File: config.mk
export PLATFORM = sky130hd
export DESIGN_NAME = stream_arbiter_rr_flat
export DESIGN_NICKNAME = d
export VERILOG_FILES = /design/src/rtl/stream_arbiter_rr_pkg.sv /design/src/rtl/stream_arbiter_rr_if.sv /design/src/rtl/stream_arbiter_rr_rr_pick.sv /design/src/rtl/stream_arbiter_rr.sv /design/src/flat_wrapper.sv
export SDC_FILE = /design/constraint.sdc
export NUM_CORES = 1
export LEC_CHECK = 0
export ABC_AREA = 1
export CAP_MARGIN = 20
export CORE_AREA = 2 2 145 147
export CTS_BUF_LIST = sky130_fd_sc_hd__clkbuf_4 sky130_fd_sc_hd__clkbuf_8
export DETAILED_ROUTE_END_ITERATION = 8
export DIE_AREA = 0 0 147 149
export PLACE_DENSITY_LB_ADDON = 0.05
export SYNTH_ARGS = -nofsm -noshare
export SYNTH_HDL_FRONTEND = slang
export SYNTH_SLANG_ARGS = --single-unit
File: constraint.sdc
create_clock -name clk -period 4.3 [get_ports clk]
set_input_delay 1.075 -clock clk [delete_from_list [all_inputs] [get_ports clk]]
set_output_delay 1.075 -clock clk [all_outputs]
set_load 0.01 [all_outputs]
File: src/rtl/stream_arbiter_rr_pkg.sv
// Shared constants and types for the round-robin stream arbiter.
package stream_arbiter_rr_pkg;

   localparam int unsigned DefNumReq  = 4;
   localparam int unsigned DefW       = 64;
   localparam int unsigned DefLenBits = 8;

   typedef enum logic {
      StIdle,
      StBurst
   } state_e;

endpackage

File: src/rtl/stream_arbiter_rr_if.sv
// Request, data and sink handshake bundle between the requesters, the arbiter and the shared sink.
interface stream_arbiter_rr_if
   import stream_arbiter_rr_pkg::*;
#(
   parameter int unsigned NUM_REQ  = DefNumReq,
   parameter int unsigned W        = DefW,
   parameter int unsigned LEN_BITS = DefLenBits
);

   logic [NUM_REQ-1:0]          req_isReady;
   logic [NUM_REQ*LEN_BITS-1:0] req_len;
   logic [NUM_REQ-1:0]          req_canReceive;
   logic [NUM_REQ*W-1:0]        in;
   logic [NUM_REQ-1:0]          in_isReady;
   logic [NUM_REQ-1:0]          in_canReceive;
   logic [W-1:0]                out;
   logic                        out_isReady;
   logic                        out_canReceive;
   logic                        out_isLast;
   logic [$clog2(NUM_REQ)-1:0]  grant;
   logic                        busy;

   // Arbiter side.
   modport master (
      input  req_isReady,
      input  req_len,
      input  in,
      input  in_isReady,
      input  out_canReceive,
      output req_canReceive,
      output in_canReceive,
      output out,
      output out_isReady,
      output out_isLast,
      output grant,
      output busy
   );

   // Requester / sink side.
   modport slave (
      output req_isReady,
      output req_len,
      output in,
      output in_isReady,
      output out_canReceive,
      input  req_canReceive,
      input  in_canReceive,
      input  out,
      input  out_isReady,
      input  out_isLast,
      input  grant,
      input  busy
   );

endinterface

File: src/rtl/stream_arbiter_rr_rr_pick.sv
// Combinational cyclic priority picker: first asserted request at or after ptr_i, wrapping.
module stream_arbiter_rr_rr_pick #(
   parameter int unsigned NUM_REQ = 4
) (
   input  logic [NUM_REQ-1:0]         req_i,
   input  logic [$clog2(NUM_REQ)-1:0] ptr_i,
   output logic [NUM_REQ-1:0]         onehot_o,
   output logic [$clog2(NUM_REQ)-1:0] idx_o,
   output logic                       any_o
);

   localparam int unsigned IdxW = $clog2(NUM_REQ);

   int unsigned cand;
   logic        found;

   always_comb begin
      onehot_o = '0;
      idx_o    = '0;
      found    = 1'b0;
      cand     = 0;
      for (int unsigned off = 0; off < NUM_REQ; off++) begin
         cand = (32'(ptr_i) + off) % NUM_REQ;
         if (!found && req_i[cand]) begin
            found          = 1'b1;
            idx_o          = IdxW'(cand);
            onehot_o[cand] = 1'b1;
         end
      end
      any_o = found;
   end

endmodule

File: src/rtl/stream_arbiter_rr.sv
// Round-robin arbiter locking one shared stream sink to a requester for a counted burst of beats.
module stream_arbiter_rr
   import stream_arbiter_rr_pkg::*;
#(
   parameter int unsigned NUM_REQ  = DefNumReq,
   parameter int unsigned W        = DefW,
   parameter int unsigned LEN_BITS = DefLenBits
) (
   input logic                 clk,
   input logic                 rst,
   stream_arbiter_rr_if.master bus
);

   localparam int unsigned IdxW = $clog2(NUM_REQ);

   state_e              state_q, state_d;
   logic [LEN_BITS-1:0] cnt_q, cnt_d;
   logic [IdxW-1:0]     grant_q, grant_d;
   logic [IdxW-1:0]     ptr_q, ptr_d;

   logic [NUM_REQ-1:0]  win_onehot;
   logic [IdxW-1:0]     win_idx;
   logic                win_any;
   logic [LEN_BITS-1:0] win_len;

   logic [NUM_REQ-1:0]  req_accept;
   logic [NUM_REQ-1:0]  in_accept;
   logic                out_valid;
   logic                beat;

   stream_arbiter_rr_rr_pick #(
      .NUM_REQ (NUM_REQ)
   ) u_pick (
      .req_i    (bus.req_isReady),
      .ptr_i    (ptr_q),
      .onehot_o (win_onehot),
      .idx_o    (win_idx),
      .any_o    (win_any)
   );

   assign win_len = bus.req_len[win_idx*LEN_BITS +: LEN_BITS];
   assign beat    = out_valid & bus.out_canReceive;

   always_comb begin
      state_d    = state_q;
      cnt_d      = cnt_q;
      grant_d    = grant_q;
      ptr_d      = ptr_q;
      req_accept = '0;
      in_accept  = '0;
      out_valid  = 1'b0;
      unique case (state_q)
         StIdle: begin
            if (win_any) begin
               req_accept = win_onehot;
               grant_d    = win_idx;
               ptr_d      = (win_idx == IdxW'(NUM_REQ - 1)) ? '0 : win_idx + 1'b1;
               // A zero-length request is consumed without entering a burst.
               if (win_len != '0) begin
                  cnt_d   = win_len;
                  state_d = StBurst;
               end
            end
         end
         StBurst: begin
            out_valid          = bus.in_isReady[grant_q];
            in_accept[grant_q] = bus.out_canReceive;
            if (out_valid && bus.out_canReceive) begin
               cnt_d = cnt_q - 1'b1;
               if (cnt_q == LEN_BITS'(1)) begin
                  state_d = StIdle;
               end
            end
         end
         default: state_d = StIdle;
      endcase
   end

   always_ff @(posedge clk or negedge rst) begin
      if (!rst) begin
         state_q <= StIdle;
         cnt_q   <= '0;
         grant_q <= '0;
         ptr_q   <= '0;
      end else begin
         state_q <= state_d;
         cnt_q   <= cnt_d;
         grant_q <= grant_d;
         ptr_q   <= ptr_d;
      end
   end

   assign bus.req_canReceive = req_accept;
   assign bus.in_canReceive  = in_accept;
   assign bus.out            = bus.in[grant_q*W +: W];
   assign bus.out_isReady    = out_valid;
   assign bus.out_isLast     = (state_q == StBurst) && (cnt_q == LEN_BITS'(1));
   assign bus.grant          = grant_q;
   assign bus.busy           = (state_q == StBurst);

endmodule
File: src/flat_wrapper.sv
// flat-port wrapper written by rule: the top's interface ports become plain ports
module stream_arbiter_rr_flat import stream_arbiter_rr_pkg::*;
#(
   parameter int unsigned NUM_REQ  = DefNumReq,
   parameter int unsigned W        = DefW,
   parameter int unsigned LEN_BITS = DefLenBits
)
  (clk, rst, bus_req_isReady, bus_req_len, bus_in, bus_in_isReady, bus_out_canReceive, bus_req_canReceive, bus_in_canReceive, bus_out, bus_out_isReady, bus_out_isLast, bus_grant, bus_busy);
  stream_arbiter_rr_if #(.NUM_REQ(NUM_REQ), .W(W), .LEN_BITS(LEN_BITS)) bus_i ();
  input logic clk;
  input logic rst;
  input wire logic [$bits(bus_i.req_isReady)-1:0] bus_req_isReady;
  input wire logic [$bits(bus_i.req_len)-1:0] bus_req_len;
  input wire logic [$bits(bus_i.in)-1:0] bus_in;
  input wire logic [$bits(bus_i.in_isReady)-1:0] bus_in_isReady;
  input wire logic [$bits(bus_i.out_canReceive)-1:0] bus_out_canReceive;
  output wire logic [$bits(bus_i.req_canReceive)-1:0] bus_req_canReceive;
  output wire logic [$bits(bus_i.in_canReceive)-1:0] bus_in_canReceive;
  output wire logic [$bits(bus_i.out)-1:0] bus_out;
  output wire logic [$bits(bus_i.out_isReady)-1:0] bus_out_isReady;
  output wire logic [$bits(bus_i.out_isLast)-1:0] bus_out_isLast;
  output wire logic [$bits(bus_i.grant)-1:0] bus_grant;
  output wire logic [$bits(bus_i.busy)-1:0] bus_busy;
  assign bus_i.req_isReady = bus_req_isReady;
  assign bus_i.req_len = bus_req_len;
  assign bus_i.in = bus_in;
  assign bus_i.in_isReady = bus_in_isReady;
  assign bus_i.out_canReceive = bus_out_canReceive;
  assign bus_req_canReceive = bus_i.req_canReceive;
  assign bus_in_canReceive = bus_i.in_canReceive;
  assign bus_out = bus_i.out;
  assign bus_out_isReady = bus_i.out_isReady;
  assign bus_out_isLast = bus_i.out_isLast;
  assign bus_grant = bus_i.grant;
  assign bus_busy = bus_i.busy;
  stream_arbiter_rr #(.NUM_REQ(NUM_REQ), .W(W), .LEN_BITS(LEN_BITS)) u_core (.clk(clk), .rst(rst), .bus(bus_i));
endmodule
==> results_dict.tcl <==
set metrics [dict create \
    path_class "in2out" \
    slew_headroom_pct 59.97 \
    final_layout_size_suffix_gt1_share_pct 5.424 \
    grt_pass1_wl_um 32910 \
    syn_area_per_cell_um2 5.901 \
    synth_commonest_cells "175 x nand2_1, 103 x a22oi_1, 89 x nand3_1" \
    clkLatencyLatePin_ns 0.25 \
    yosysSeqAreaShare_pct 10.42 \
    nNetsFinal 1196 \
    rsz0062_at_grt "no" \
    synth-edff-count 0 \
    cp.arrival_ns 3.07 \
    drt_drc_violations_left 0 \
    core.rowCount 53 \
    clock_skew_ns 0.002277 \
    r2r_slack_ns 1.07 \
    pin_count 376 \
    min_period_over_period_pct 96.34 \
    p_per_area_nw_per_um2 587.3 \
    path_clk_slew_ns 0.06 \
    timing.fmax_mhz 241.4 \
    leakagePower_nw 3.008 \
    yosys_warnings 0 \
    setup_tns_ns 0 \
    avgRoutedWirePerCell_um 20.32 \
    seq_area_um2 325.3 \
    final_max_slew_viol_count 0 \
    overflow 0 \
    final_hold_viol_count 0 \
    multiInputGateArea_um2 2556 \
    dp_hpwl_um 20020 \
    end_kind "output pin" \
    antenna_found_initial 7 \
    drtIter0Drc 432 \
    maxCapViolCount 0 \
    cp_max_fo 7 \
    drt-total-wl_um 23630 \
    synth.most_common_cell "nand2_1" \
    period_needed_ns 4.143 \
    cts_buffer_depth 2 \
    hold_ws_ns 0.5494 \
    worst_setup_path_start_kind "primary input" \
    syn_nets 839 \
    grt_max_degree 66 \
    track_usage_pct 19.86 \
    synth_area_um2 3122 \
    async_flop_share_pct 100.0 \
    syn_to_final_growth_pct 133.1 \
    vias 5368 \
    status "finished, final reports clean" \
    cts_buffers 3 \
    viasPerCell 4.616 \
    io_buffers 375 \
    cts_tree "done" \
    htree_levels 1 \
    grt_pass1_vias 5142 \
    synth_cell_types 32 \
    min_path_type "reg2reg" \
    power_mw 4.273 \
    dieWidth_um 147 \
    core_um2 20560 \
    fillers 2202 \
    ctsHoldBuffers 0 \
    post-synth-top-area-fraction_pct 24.77 \
    ir_drop_uv 256.5 \
    initial_core_util_pct 15.19 \
    setup_viol 0 \
    cts_resized 0 \
    yosysTopAreaCell "a22oi_1" \
    final_util_pct 35.39 \
    clkSinkCount 13 \
    required_ns 3.22 \
    netlist_instances 529 \
    ys_top_cells_by_area "a22oi_1 25%, nand2_1 21%, nand3_1 14%, dfrtp_1 10%, ha_1 4.4%" \
    ys_ff_latch 13 \
    worst_pin_slew_ns 0.5986 \
    die_area_um2 21900 \
    die_height_um 149 \
    gp_congestion 0.8495 \
    dr.pass1.iters 4 \
    ys.flop_type "dfrtp_1" \
    final_antenna_net_count 0 \
    postCtsSetupRepairBufs 0 \
    root_buffer "clkbuf_8" \
]
==> flip-flops by register name (all words and copies together) (netlist names) <==
name,flops
u_core.bus.grant,2
u_core.ptr_q,2
u_core.cnt_q,8
u_core.bus.busy,1
==> per-stage QoR <==
stage | std cells | cell area [um^2] | worst slack (ns)
2_1_floorplan | 529 | 3122 | 1.157
3_3_place_gp | 1156 | 7204 | 0.1096
3_5_place_dp | 1156 | 7204 | 0.06466
4_1_cts | 1160 | 7251 | 0.06228
5_1_grt | 1160 | 7268 | 0.002233
6_report | 1163 | 7276 | 0.1573
==> area by class of cell <==
cell class	count	share of cell area, %
well taps	275	4.729
multi-input cells	451	35.13
clock buffers	3	0.5675
inverters	30	1.582
clock inverters	1	0.06879
flip-flops and latches	13	4.471
repair buffers	387	53.34
diodes	3	0.1032
==> worst max-delay path, stage by stage <==
cell	delay (ns)
clkdlybuf4s50_1	0.46
inv_2	0.08
nand2_1	0.07
nand3_1	0.16
nand2_4	0.07
buf_4	0.15
nor2_8	0.16
nand3_1	0.10
nand4_1	0.10
nand2_1	0.05
inv_1	0.06
clkdlybuf4s50_1	0.52
==> routing by layer <==
layer / up-vias / routed length, um / GRT usage, %
met5: - / 41 / 0
met4: 6 / 416 / 3.221
met3: 28 / 2079 / 6.942
met2: 225 / 11520 / 34.37
met1: 2513 / 9568 / 24.28
li1: 2596 / - / -
==> report_power, final <==
group          total [mW]  switching, mW  internal (mW)
Sequential          0.269         0.0914          0.177
Combinational        3.89           2.18           1.71
Clock               0.115         0.0512         0.0643
Total                4.27           2.32           1.95
==> kinds of logic (layout without fill, tap and decap cells) <==
kind of cell	after synthesis	after routing	share of synthesized area [%]
AND/OR/NAND/NOR	311	311	46.37
AO/OA/AOI/OAI	127	127	29.26
buffers and inverters	65	421	8.978
flip-flops	13	13	10.42
adder cells (fa/ha/maj)	11	11	4.409
XOR/XNOR	2	2	0.5612
other	0	3	0
==> placed cells by master, fill, tap and decap left out, types with 3 or more instances in the layout <==
master	count
nand3_1	89
nand2_1	175
buf_4	9
nand4_1	5
buf_12	3
a22oi_1	102
dfrtp_1	13
ha_1	11
diode_2	3
nand3_2	3
nor3_1	5
inv_1	24
clkbuf_8	3
clkdlybuf4s50_1	375
o21ai_0	13
nand2_4	7
inv_2	5
nor2_4	4
nor2_1	11
nand2_2	6
==> path summary, 6_finish.rpt <==
check                                        endpoint                from  cells past startpoint
worst min-delay path                  u_core.cnt_q[7]     u_core.cnt_q[7]                      2
worst max-delay path            bus_req_canReceive[3]  bus_req_isReady[3]                     12
max in group asynchronous             u_core.cnt_q[4]                 rst                      1
worst min register to register        u_core.cnt_q[7]     u_core.cnt_q[7]                      2
min in group asynchronous             u_core.cnt_q[2]                 rst                      1
worst max register to register        u_core.cnt_q[3]     u_core.ptr_q[1]                     19
(Power assumes the default switching activity.)
